File: src/rtl/vocoder_stream_scheduler.sv
// Stream sequencer around the vocoder core: pairs carrier/modulator ADC samples, writes IFFT
// output bit-reversed into a ping-pong buffer and paces completed frames out to the DAC.
module vocoder_stream_scheduler #(
  parameter int         LOG2N   = 10,
  parameter int         SW      = 12,
  parameter int         OW      = 16,
  parameter int         DAC_DIV = 64,
  parameter logic [2:0] CARR_CH = 3'd0,
  parameter logic [2:0] MOD_CH  = 3'd7
) (
  input  logic             clk,
  input  logic             reset_n,
  input  logic [SW-1:0]    adc_result,
  input  logic             adc_data_valid,
  output logic [2:0]       adc_chan,
  output logic [SW-1:0]    carr_re,
  output logic [SW-1:0]    mod_re,
  output logic             core_valid_in,
  input  logic             core_valid_out,
  input  logic [OW-1:0]    core_y_re,
  output logic             buf_wr_en,
  output logic [LOG2N:0]   buf_wr_addr,
  output logic [OW-1:0]    buf_wr_data,
  output logic [LOG2N:0]   buf_rd_addr,
  input  logic [OW-1:0]    buf_rd_data,
  output logic [OW-1:0]    dac_data,
  output logic             dac_strobe,
  output logic             overrun,
  output logic             underrun
);

  localparam int                DW       = (DAC_DIV > 1) ? $clog2(DAC_DIV) : 1;
  localparam logic [LOG2N-1:0]  IDX_LAST = '1;
  localparam logic [DW-1:0]     DIV_LAST = DW'(DAC_DIV - 1);

  typedef enum logic { CARR_WAIT, MOD_WAIT } adc_st_t;
  typedef enum logic { P_IDLE, P_PLAY } pb_st_t;

  function automatic logic [LOG2N-1:0] bitrev(input logic [LOG2N-1:0] v);
    logic [LOG2N-1:0] r;
    for (int i = 0; i < LOG2N; i++) r[i] = v[LOG2N-1-i];
    return r;
  endfunction

  adc_st_t          r_adc_st;
  logic [2:0]       r_adc_chan;
  logic [SW-1:0]    r_carr;
  logic [SW-1:0]    r_mod;
  logic             r_core_vld;

  logic             r_wr_en;
  logic [LOG2N:0]   r_wr_addr;
  logic [OW-1:0]    r_wr_data;
  logic [LOG2N-1:0] r_wcnt;
  logic             r_wbank;
  logic             r_overrun;
  logic [1:0]       r_full;

  pb_st_t           r_pb_st;
  logic             r_rbank;
  logic [LOG2N-1:0] r_rcnt;
  logic [DW-1:0]    r_div;
  logic [LOG2N:0]   r_rd_addr;
  logic             r_underrun;
  logic             r_vld_p0;
  logic             r_vld_p1;
  logic [OW-1:0]    r_dac_data;
  logic             r_dac_strobe;

  logic             w_wr_last;
  logic             w_issue;
  logic             w_rd_last;
  logic [1:0]       w_full_set;
  logic [1:0]       w_full_clr;
  logic             w_next_ready;

  assign w_wr_last    = core_valid_out && (r_wcnt == IDX_LAST);
  assign w_issue      = (r_pb_st == P_PLAY) && (r_div == '0);
  assign w_rd_last    = w_issue && (r_rcnt == IDX_LAST);
  assign w_full_set   = w_wr_last ? (r_wbank ? 2'b10 : 2'b01) : 2'b00;
  assign w_full_clr   = w_rd_last ? (r_rbank ? 2'b10 : 2'b01) : 2'b00;
  // A frame finishing in the same cycle as the release still counts as ready.
  assign w_next_ready = r_full[~r_rbank] | w_full_set[~r_rbank];

  always_ff @(posedge clk) begin
    if (!reset_n) begin
      r_adc_st   <= CARR_WAIT;
      r_adc_chan <= CARR_CH;
      r_carr     <= '0;
      r_mod      <= '0;
      r_core_vld <= 1'b0;
    end else begin
      r_core_vld <= 1'b0;
      if (adc_data_valid) begin
        if (r_adc_st == CARR_WAIT) begin
          r_carr     <= adc_result;
          r_adc_st   <= MOD_WAIT;
          r_adc_chan <= MOD_CH;
        end else begin
          r_mod      <= adc_result;
          r_core_vld <= 1'b1;
          r_adc_st   <= CARR_WAIT;
          r_adc_chan <= CARR_CH;
        end
      end
    end
  end

  always_ff @(posedge clk) begin
    if (!reset_n) begin
      r_wr_en   <= 1'b0;
      r_wr_addr <= '0;
      r_wr_data <= '0;
      r_wcnt    <= '0;
      r_wbank   <= 1'b0;
      r_overrun <= 1'b0;
    end else begin
      r_wr_en <= core_valid_out;
      if (core_valid_out) begin
        r_wr_data <= core_y_re;
        r_wr_addr <= {r_wbank, bitrev(r_wcnt)};
        r_wcnt    <= r_wcnt + 1'b1;
        // Finishing a frame into a bank that was never released means playback lost data.
        if (w_wr_last) begin
          r_wbank <= ~r_wbank;
          if (r_full[r_wbank]) r_overrun <= 1'b1;
        end
      end
    end
  end

  always_ff @(posedge clk) begin
    if (!reset_n) r_full <= 2'b00;
    else          r_full <= (r_full & ~w_full_clr) | w_full_set;
  end

  always_ff @(posedge clk) begin
    if (!reset_n) begin
      r_pb_st    <= P_IDLE;
      r_rbank    <= 1'b0;
      r_rcnt     <= '0;
      r_div      <= '0;
      r_rd_addr  <= '0;
      r_underrun <= 1'b0;
    end else begin
      case (r_pb_st)
        P_IDLE: begin
          if (r_full[r_rbank]) begin
            r_pb_st <= P_PLAY;
            r_rcnt  <= '0;
            r_div   <= '0;
          end
        end
        default: begin
          r_div <= (r_div == DIV_LAST) ? '0 : r_div + 1'b1;
          if (w_issue) begin
            r_rd_addr <= {r_rbank, r_rcnt};
            r_rcnt    <= r_rcnt + 1'b1;
            if (w_rd_last) begin
              r_rbank <= ~r_rbank;
              if (!w_next_ready) begin
                r_pb_st    <= P_IDLE;
                r_underrun <= 1'b1;
              end
            end
          end
        end
      endcase
    end
  end

  // p0: address issued to RAM; p1: RAM holds read data; capture into dac_data next edge
  always_ff @(posedge clk) begin
    if (!reset_n) begin
      r_vld_p0     <= 1'b0;
      r_vld_p1     <= 1'b0;
      r_dac_strobe <= 1'b0;
      r_dac_data   <= '0;
    end else begin
      r_vld_p0     <= w_issue;
      r_vld_p1     <= r_vld_p0;
      r_dac_strobe <= r_vld_p1;
      if (r_vld_p1) r_dac_data <= buf_rd_data;
    end
  end

  assign adc_chan      = r_adc_chan;
  assign carr_re       = r_carr;
  assign mod_re        = r_mod;
  assign core_valid_in = r_core_vld;
  assign buf_wr_en     = r_wr_en;
  assign buf_wr_addr   = r_wr_addr;
  assign buf_wr_data   = r_wr_data;
  assign buf_rd_addr   = r_rd_addr;
  assign dac_data      = r_dac_data;
  assign dac_strobe    = r_dac_strobe;
  assign overrun       = r_overrun;
  assign underrun      = r_underrun;

endmodule
File: config.mk
export PLATFORM = sky130hd
export DESIGN_NAME = vocoder_stream_scheduler
export DESIGN_NICKNAME = d
export VERILOG_FILES = /design/src/rtl/vocoder_stream_scheduler.sv
export SDC_FILE = /design/constraint.sdc
export NUM_CORES = 1
export LEC_CHECK = 0
export ABC_AREA = 1
export BUFFER_PORTS_ARGS = -buffer_cell sky130_fd_sc_hd__buf_2
export CELL_PAD_IN_SITES_DETAIL_PLACEMENT = 1
export CELL_PAD_IN_SITES_GLOBAL_PLACEMENT = 1
export CORE_MARGIN = 2
export CORE_UTILIZATION = 25
export DETAILED_ROUTE_END_ITERATION = 16
export HOLD_SLACK_MARGIN = 0.06
export PLACE_DENSITY_LB_ADDON = 0.1
export SLEW_MARGIN = 20
export SYNTH_ARGS = -nofsm -noshare
export SYNTH_HDL_FRONTEND = slang
export SYNTH_SLANG_ARGS = --single-unit
File: constraint.sdc
create_clock -name clk -period 1.5 [get_ports clk]
set_input_delay 0.15 -clock clk [delete_from_list [all_inputs] [get_ports clk]]
set_output_delay 0.15 -clock clk [all_outputs]
set_load 0.01 [all_outputs]
-- Yosys cells after proc, flatten, opt, wreduce, memory -nomap -nowiden
Index checks and enable logic that the tools add are counted.
- register bits: 120
- output and inout port bits: 86
- bitwise logic cells: 8
- multiplexer cells: 26
- equality and inequality tests: 4
- add/sub/neg operators: 3
- reduce and logical (&&, ||, !) cells: 14
- order comparisons: 3
- operators by type and width (cell ; count):
    two-way mux 10 bit ; 3
    adder 10 x 1 -> 10 bit (second input constant) ; 2
    equality test 10 bit (second input constant) ; 2
    two-way mux 6 bit ; 3
    two-way mux 1 bit ; 15
    AND reduction 2 bit ; 6
    two-way mux 2 bit ; 4
    adder 6 x 1 -> 6 bit (second input constant) ; 1
    equality test 6 bit (second input constant) ; 1
    zero test 6 bit ; 1
    < comparator 1 x 2 -> 1 bit (second input constant) ; 3
    AND reduction 3 bit ; 2
    inverter 1 bit ; 4
    AND reduction 4 bit ; 1
    logical AND 1 bit ; 3
    two-way mux 3 bit ; 1
    bitwise AND 2 bit ; 1
    != test 2 x 1 -> 1 bit (second input constant) ; 1
    inverter 2 bit ; 1
    bitwise OR 2 bit ; 1
    nonzero test 2 bit ; 1
    bitwise OR 1 bit ; 1

-- Logic depth before layout (Yosys ltp)
Gate-level depths: netlist (run 1).
- word-level depth: 10
- gate-level depth with buffers: 11

-- Worst setup path after synthesis (run 1)
OpenSTA, ideal clock, no wires.
- path kind: reg2reg
- start: reg r_div[0]
- end: reg r_rcnt[6]
- stages on the path, launching flop included: 12
- arrival: 1236 ps
- period minus slack after synthesis: 1351 ps
- path slack: 149 ps
- required time: 1385 ps
- path buffers: 1
- cell sequence: dfxtp_1 -> inv_1 -> ha_1 -> nand2_2 -> nor2_2 -> nand3_2 -> nand2_2 -> buf_6 -> nand3_1 -> nand2_1 -> nand2_1 -> nor2_2
- longest elaborated chain between the ends: 4
- RTL lines (what ; RTL line ; text):
    start: declaration ; 62 ; logic [DW-1:0] r_div;
    start signal: assignment ; 155 ; r_div <= (r_div == DIV_LAST) ? '0 : r_div + 1'b1;
    zero test 6 bit ; 78 ; assign w_issue = (r_pb_st == P_PLAY) && (r_div == '0);
    logical AND 1 bit ; 78 ;
    != test 2 x 1 -> 1 bit (no source line) ; - ;
    AND reduction 2 bit (no source line) ; - ;
    end signal: assignment ; 158 ; r_rcnt <= r_rcnt + 1'b1;
    end: declaration ; 61 ; logic [LOG2N-1:0] r_rcnt;
No other way between the ends.
A chain may end at the register's enable or synchronous reset.

-- Final worst setup path (run 1)
- start: reg r_div[0]
- end: reg r_full[0]
- longest elaborated chain between the ends: 7
- RTL lines (what ; RTL line ; text):
    zero test 6 bit ; 78 ;
    logical AND 1 bit ; 78 ;
    logical AND 1 bit ; 79 ; assign w_rd_last = w_issue && (r_rcnt == IDX_LAST);
    two-way mux 2 bit ; 81 ; assign w_full_clr = w_rd_last ? (r_rbank ? 2'b10 : 2'b01) : 2'b00;
    inverter 2 bit ; 134 ; else r_full <= (r_full & ~w_full_clr) | w_full_set;
    bitwise AND 2 bit ; 134 ;
    bitwise OR 2 bit ; 134 ;
    end signal: assignment ; 134 ;
    end: declaration ; 57 ; logic [1:0] r_full;
No other way between the ends.

==> impl_metrics.tcl, run 1 <==
set metrics [dict create \
    outcome "complete, no violations" \
    hold_path_startpoint "reset_n" \
    die_h_um 137.3 \
    cp_top_family "simple AND/OR/NAND/NOR gates" \
    clock_sinks 117 \
    busiest_layer "met2" \
    final_cell_mix "buf_2, dfxtp_1, nor2_1, o21ai_0, nand2_1" \
    grt_pass1_wl_mm 22.45 \
    cp.depth 8 \
    avgSynthCellArea_um2 7.763 \
    slew_headroom 0.6426 \
    routed_via_density 4.456 \
    crit_path_max_incr_delay_ns 0.33 \
    place_area_um2 5421 \
    yosysWarnings 0 \
    fin_area_um2 6530 \
    ant_nets 0 \
    crit_type "reg2reg" \
    numCtsBuffers 17 \
    worstSetupStartpoint "r_div[0]" \
    final_layout_size_suffix_gt1_frac 0.2774 \
    ir_drop_uv 833.2 \
    min_period_over_period 0.9323 \
    synth_seq_cells 117 \
    final_hold_viol_count 0 \
    grt_use_met1 0.1863 \
    hp-class "in2reg" \
    grtUsageMet3 0.04783 \
    setup-violations-final 0 \
    async_flop_share 0 \
    rows 48 \
    stdcell_count 1000 \
    grt_use_total 0.1537 \
    num_vias 4456 \
    fin_crit_ns 1.398 \
    cts_tree "yes" \
    dp_cells 923 \
    synth_edf_count 0 \
    clk_pin_slew_ns 0.05 \
    wl_mm 14.19 \
    antenna_found_initial 0 \
    synth_top_area_frac 0.5275 \
    reg2reg_from "r_div[0]" \
    end_kind "register" \
    ios 134 \
    antenna_cells 0 \
    remaining_drc_errors 0 \
    fin_skew_ns 0.008219 \
    core_area_um2 17360 \
    worst_pin_slew_ns 0.5354 \
    fin_hold_ws_ns 0.09077 \
    r2r_slack_ns 0.10 \
    fmax_mhz 715.1 \
    rr_worst_depth 8 \
    nets 815 \
    fillers 2119 \
    grt_max_degree 65 \
    utilization 0.3762 \
    use_met2 0.2604 \
    portBuffers 133 \
    p_leak_nw 2.960 \
    r2r-end "r_full[0]" \
    cts-root-buf "clkbuf_16" \
    dr.pass1.iters 4 \
    clockBufferDepth 2 \
    maxCapViolCount 0 \
    grt_pass1_vias 4580 \
    critical_path_buf_inv_count 2 \
    synth_cell_type_count 31 \
    synth_top_area_cell "dfxtp_1" \
    finalMaxSlewViolations 0 \
    synthesis.nets 624 \
    cp_slowest_cell "dfxtp_2" \
    h-tree-depth 4 \
    clk_latency_ns 0.41 \
    critPathRequiredTime_ns 1.78 \
    place_hpwl_mm 9.965 \
    syn_inst 572 \
    synthTopCellsByArea "dfxtp_1, o21ai_0, nor2_1" \
    drt-initial-drc-count 158 \
    gp_routability_congestion 0.7268 \
    routedWlPerCell_um 14.19 \
    area_growth_pct 47.06 \
    setup_tns_ns 0 \
    ys_seq_area_frac 0.5275 \
    synth_ff_type "dfxtp_1" \
    crit_path_end "r_full[0]" \
    start_util 0.2558 \
    startpoint_type "register" \
    die_w_um 137.3 \
    netlist_area_um2 4441 \
    grt_overflow 0 \
    path_cells "inv_2, ha_1, nand2_2, nor3_4, buf_4, nand3_1, nand2_1, a21oi_1" \
    cp_max_fo 5 \
    fp.dieArea_um2 18840 \
    powerDensity_nw_per_um2 1206 \
    worstPathArrival_ns 1.68 \
    layout_commonest_cell "buf_2" \
]
-- flip-flops by register name, indices dropped and copies added, names as in the netlist, 2 cells and up --
register,flops
buf_rd_addr,11
buf_wr_addr,11
buf_wr_data,16
carr_re,12
dac_data,16
mod_re,12
r_div,6
r_full,2
r_rcnt,10
r_wcnt,10
-- power breakdown --
part	leakage, nW	internal (mW)	switching (mW)
Sequential	0.955	3.20	0.0475
Combinational	1.72	0.255	0.289
Clock	0.288	2.67	1.41
Total	2.96	6.13	1.75
-- metrics by stage --
stage / worst slack, ns / total power [mW]
6_report: 0.1016 / 7.876
5_1_grt: -0.007192 / 8.231
4_1_cts: 0.01447 / 7.993
3_5_place_dp: -0.02174 / 3.768
3_3_place_gp: 0.03387 / 3.756
2_1_floorplan: 0.1489 / 3.531
-- worst min-delay path by stage --
stage | to | slack [ns] | depth (start not counted)
2_1_floorplan | mod_re[10] | 0.25 | 2
3_3_place_gp | mod_re[10] | 0.36 | 3
3_5_place_dp | mod_re[10] | 0.37 | 3
4_1_cts | buf_rd_addr[1] | 0.07 | 3
5_1_grt | buf_rd_addr[1] | 0.11 | 3
6_report | buf_rd_addr[1] | 0.09 | 3
-- cell usage after synthesis, types with 2 or more instances --
cell type / n
o21a_1: 3
nand4_1: 4
nand3_1: 28
a21oi_1: 51
o21ai_1: 9
inv_1: 52
nand2_2: 5
nor3_1: 10
o21ai_0: 75
buf_4: 3
ha_1: 4
nand2_1: 68
a31oi_1: 2
inv_2: 3
nor2_2: 4
buf_2: 4
dfxtp_1: 117
clkbuf_1: 19
buf_6: 3
nor2_1: 97
-- metal layers --
layer	wire, um	share of wire
met5	0	0
met2	6754	0.48
met3	723	0.051
met4	148	0.010
met1	6562	0.46
-- worst reg2reg max path, stage by stage (launching register included) --
cell	delay (ns)
dfxtp_2	0.33
inv_2	0.06
ha_1	0.15
nand2_2	0.08
nor3_4	0.24
buf_4	0.17
nand3_1	0.10
nand2_1	0.08
a21oi_1	0.05
-- area by class of cell --
cell class	count	area [um^2]	area share
repair buffers	202	1316	0.2016
flip-flops and latches	117	2347	0.3595
well taps	225	281.5	0.04311
inverters	56	210.2	0.03219
clock buffers	21	460.4	0.07051
clock inverters	10	130.1	0.01993
multi-input cells	369	1784	0.2732
-- cells by family (layout without fill, tap and decap cells) --
logic type,count (synthesis),in the layout,synth area share
adders and majority gates,4,4,0.01127
AOI/OAI and AO/OA,142,142,0.1643
and+or+nand+nor,222,222,0.2136
xor gates and xnor gates,1,1,0.001973
DFF,117,117,0.5275
buffers and inverters,86,289,0.08143
-- timing repair --
| action | CTS | global route |
|---|---|---|
| endpoints found under the setup margin | 2 | 28 |
| endpoints found under the hold margin | 58 | 0 |
| resized for setup | 2 | 19 |
| buffers inserted | 0 | 1 |
| hold buffers | 45 | 0 |
| pin swaps | 1 | 2 |
Note: power is estimated with default switching activity, not from simulation.
==> run 2, diff against run 1 <==
Settings changed: ABC_AREA 1 to unset.
==> impl_metrics.tcl, run 2 <==
set metrics [dict create \
    final_hold_viol_count 0 \
    antenna_found_initial 0 \
    crit_type "reg2reg" \
    synth_most_common_cell "dfxtp_1" \
    synth_seq_cells 117 \
    clock_sinks 117 \
    layout_commonest_cell "buf_2" \
    grt_use_total 0.1394 \
    num_vias 4219 \
    final_layout_size_suffix_gt1_frac 0.3568 \
    synthTopCellsByCount "dfxtp_1, nand2_1, nor2b_1" \
    synth_top_area_cell "dfxtp_1" \
    grt_pass1_wl_mm 22.07 \
    end_kind "register" \
    gp_routability_congestion 0.7068 \
    area_growth_pct 55.48 \
    dr.pass1.iters 4 \
    setup-violations-final 26 \
    numCtsBuffers 17 \
    clk_pin_slew_ns 0.06 \
    routed_via_density 4.409 \
    stdcell_count 957 \
    clockBufferDepth 2 \
    place_hpwl_mm 9.169 \
    remaining_drc_errors 0 \
    fin_crit_ns 1.624 \
    core_area_um2 18580 \
    finalMaxSlewViolations 0 \
    fmax_mhz 615.9 \
    synthTopCellsByArea "dfxtp_1, mux2i_1, nand2_1" \
    die_h_um 141.0 \
    fin_skew_ns 0.01328 \
    synth_top_area_frac 0.4991 \
    min_period_over_period 1.082 \
    dp_cells 873 \
    cts-root-buf "clkbuf_16" \
    ir_drop_uv 729.1 \
    critPathRequiredTime_ns 1.85 \
    drt-initial-drc-count 68 \
    rows 50 \
    hp-class "in2reg" \
    antenna_cells 0 \
    place_ws_ns -0.2609 \
    fp.dieArea_um2 19890 \
    h-tree-depth 4 \
    hold_path_depth 2 \
    outcome "complete, but fails checks" \
    portBuffers 133 \
    worstPathArrival_ns 1.97 \
    start_util 0.2526 \
    maxCapViolCount 0 \
    synthesis.nets 542 \
    violations "setup timing" \
    slew_headroom 0.7047 \
    grt_overflow 0 \
    grt_pass1_vias 4406 \
    rr_worst_depth 6 \
    synth_edf_count 0 \
    netlist_area_um2 4693 \
    final_cell_mix "buf_2, dfxtp_1, nand2_1, nor2b_1" \
    syn_inst 490 \
    cts_tree "yes" \
    clk_latency_ns 0.41 \
    async_flop_share 0 \
    yosysWarnings 0 \
    die_w_um 141.0 \
    grt_setup_unrepaired "yes" \
    powerDensity_nw_per_um2 1081 \
    nets 764 \
    synth_cell_type_count 43 \
    wl_mm 13.62 \
    ios 134 \
    fin_hold_ws_ns 0.1461 \
    worst_pin_slew_ns 0.4419 \
    ys_seq_area_frac 0.4991 \
    grt_max_degree 48 \
    startpoint_type "register" \
    synth_ff_type "dfxtp_1" \
    power_mw 7.888 \
    ant_nets 0 \
    avgSynthCellArea_um2 9.578 \
    final.setup.worst_slack_ns -0.1235 \
    routedWlPerCell_um 14.23 \
    setup_tns_ns -1.787 \
    cp_max_fo 8 \
    p_leak_nw 3.258 \
]
[run 2: changes by cell type in the layout (fill, tap and decap cells not counted), moves of 29 or more]
cell      previous run  this run
mux2i_1              0        45
a21oi_1             51         8
a21boi_0             0        29
nor2b_1              0        50
o21ai_0             74         8
nor2_1              93         5
inv_1               49         4
[run 2: cells by family after synthesis]
family / synth area share
AND/OR/NAND/NOR: 0.2250
flip-flops: 0.4991
AO/OA/AOI/OAI: 0.1085
XOR/XNOR: 0.02239
multiplexers: 0.09837
buffers and inverters: 0.03599
adder cells (fa/ha/maj): 0.01066
[run 2: where the power goes]
| part | total (mW) | internal (mW) | switching (mW) |
|---|---|---|---|
| registers | 3.22 | 3.18 | 0.0361 |
| clock network | 4.13 | 2.72 | 1.41 |
| logic | 0.544 | 0.296 | 0.248 |
[run 2: final cells by class]
cell class,instances,area [um^2]
sequential,117,2346
tap,234,292.8
multi-input combinational,336,2371
fill,2143,11280
clock inverter,8,125.1
timing repair buffer,234,1665
clock buffer,22,474.2
inverter,6,22.52
[run 2: final timing paths]
path	slack, ns	startpoint	endpoint
min reg2reg	0.43	r_vld_p0	r_vld_p1
max	-0.12	r_div[0]	r_rcnt[5]
min	0.15	reset_n	buf_rd_addr[6]
max reg2reg	-0.12	r_div[0]	r_rcnt[5]
[run 2: metrics by stage]
step                cell area [um^2]    util
floorplan                       4708       -
global placement                5948  0.3201
detailed placement              5948  0.3201
CTS                             7074  0.3807
global route                    7297  0.3927
finish                          7297  0.3927
[run 2: layer usage]
layer | GRT usage | share of wire
met5 | 0 | 0
met1 | 0.1724 | 0.47
met3 | 0.04246 | 0.053
met4 | 0.05053 | 0.012
met2 | 0.2300 | 0.46
[run 2: critical path: stages (launching register included)]
cell     delay, ns
dfxtp_2       0.32
inv_2         0.07
ha_4          0.12
nor4b_4       0.22
a22oi_2       0.18
or4_4         0.54
a21oi_2       0.12
[run 2: what timing repair did]
action | in CTS | in global routing
endpoints found under the hold margin | 57 | 0
pin swaps | 11 | 29
resized for setup | 18 | 45
hold buffers | 45 | 0
setup endpoints to repair | 24 | 27
setup buffers | 6 | 1
cloned | 0 | 2
==> run 3, diff against run 2 <==
Settings changed: SETUP_SLACK_MARGIN set to 0.4.
==> impl_metrics.tcl, run 3 (same netlist as run 2, synthesis figures left out) <==
set metrics [dict create \
    fmax_mhz 588.8 \
    place_area_um2 5903 \
    fin_skew_ns 0.006074 \
    met1_length_mm 6.350 \
    r2r_slack_ns -0.20 \
    nets 765 \
    met3_length_um 659 \
    final_cell_mix "buf_2, dfxtp_1, nand2_1, nor2b_1, mux2i_1" \
    grt_pass1_wl_mm 21.77 \
    critPathRequiredTime_ns 1.84 \
    layout_commonest_cell "buf_2" \
    portBuffers 133 \
    routed.top_layer "met4" \
    grt_pass1_vias 4287 \
    cts-root-buf "clkbuf_16" \
    rr_worst_depth 4 \
    powerDensity_nw_per_um2 1051 \
    fillers 2084 \
    hold_path_depth 2 \
    antenna_found_initial 0 \
    sequentialPowerShare 0.407 \
    netSwitchingPower_mw 1.734 \
    routed-wl-met2_mm 6.376 \
    finalMaxSlewViolations 0 \
    fin_crit_ns 1.698 \
    area_growth_pct 60.38 \
    grt_use_total 0.1370 \
    violations "setup timing" \
    hp-class "in2reg" \
    num_vias 4240 \
    clk_latency_ns 0.41 \
    crit_path_max_incr_delay_ns 0.55 \
    setup_tns_ns -1.838 \
    final_hold_viol_count 0 \
    clockBufferDepth 2 \
    ir_drop_uv 767.6 \
    grt_max_degree 62 \
    numCtsBuffers 17 \
    clk_pin_slew_ns 0.05 \
    pwr-share-comb 0.074 \
    outcome "complete, but fails checks" \
    fp.dieArea_um2 19890 \
    slew_headroom 0.7579 \
    ant_nets 0 \
    crit_type "reg2reg" \
    cp_max_fo 7 \
    swShare 0.2193 \
    cts_tree "yes" \
    final.setup.worst_slack_ns -0.1984 \
    worstPathArrival_ns 2.04 \
    min_period_over_period 1.132 \
    clock_sinks 117 \
    wl_mm 13.61 \
    h-tree-depth 4 \
    drt-initial-drc-count 81 \
    remaining_drc_errors 0 \
    start_util 0.2526 \
    die_w_um 141.0 \
    cp.depth 4 \
    startpoint_type "register" \
    routedWlPerCell_um 14.17 \
    rows 50 \
    cp_slowest_cell "or4_4" \
    final_layout_size_suffix_gt1_frac 0.3994 \
    place_hpwl_mm 8.746 \
    gp_routability_congestion 0.7359 \
    clkPwrFrac 0.518 \
    maxCapViolCount 0 \
    setup-violations-final 24 \
    internal_power_mw 6.174 \
    critical_path_buf_inv_count 0 \
    antenna_cells 0 \
    grt_setup_unrepaired "yes" \
    dr.pass1.iters 4 \
    core_area_um2 18580 \
    grt_overflow 0 \
    fin_area_um2 7527 \
    cp_top_family "simple AND/OR/NAND/NOR gates" \
    path_cells "and2b_1, a22oi_2, or4_4, a21oi_2" \
    die_h_um 141.0 \
    end_kind "register" \
    worst_pin_slew_ns 0.3632 \
    ios 134 \
    p_leak_nw 3.414 \
    routed_via_density 4.417 \
]
## run 3: power groups by stage
stage,Sequential (mW),Combinational [mW],Clock (mW)
5_1_grt,3.23,0.651,4.38
3_3_place_gp,3.29,0.433,0
3_5_place_dp,3.29,0.440,0
4_1_cts,3.22,0.570,4.23
6_report,3.22,0.589,4.10
2_1_floorplan,3.31,0.206,0
## run 3: metal layers
metal	GRT usage	vias up
met5	0	-
met4	0.04474	0
met3	0.04314	15
met2	0.2270	103
met1	0.1697	2014
li1	-	2108
## run 3: through the flow
step / instances / total power [mW] / hold slack, ns / setup slack [ns] / utilization
2_1_floorplan: 490 / 3.520 / 0.2949 / -0.09335 / -
3_3_place_gp: 859 / 3.720 / 0.4069 / -0.1011 / 0.3177
3_5_place_dp: 859 / 3.731 / 0.4202 / -0.1768 / 0.3177
4_1_cts: 953 / 8.015 / 0.08189 / -0.1757 / 0.3886
5_1_grt: 960 / 8.255 / 0.09871 / -0.2873 / 0.4051
6_report: 960 / 7.908 / 0.1051 / -0.1984 / 0.4051
## run 3: timing repair
item                                    CTS  global route
buffers inserted                         16             6
hold buffers                             44             0
endpoints found under the hold margin    56             0
endpoints found under the setup margin   64            59
pin swaps                                22            28
gates resized for setup                  52            64
gates cloned                              2             1
## run 3: layout make-up
type                    count  area [um^2]  share of cell area
multi-input cells         336         2491              0.3310
clock inverters             8        95.09             0.01263
clock buffers              24        503.0             0.06682
inverters                   6        22.52            0.002992
repair buffers            235         1754              0.2330
well taps                 234        292.8             0.03890
flip-flops and latches    117         2369              0.3147
## run 3: path summary, 6_finish.rpt
check | to | startpoint
worst max-delay path | r_rcnt[5] | r_pb_st
worst min-delay path | core_valid_in | adc_data_valid
worst max register to register | r_rcnt[5] | r_pb_st
worst min register to register | r_vld_p1 | r_vld_p0
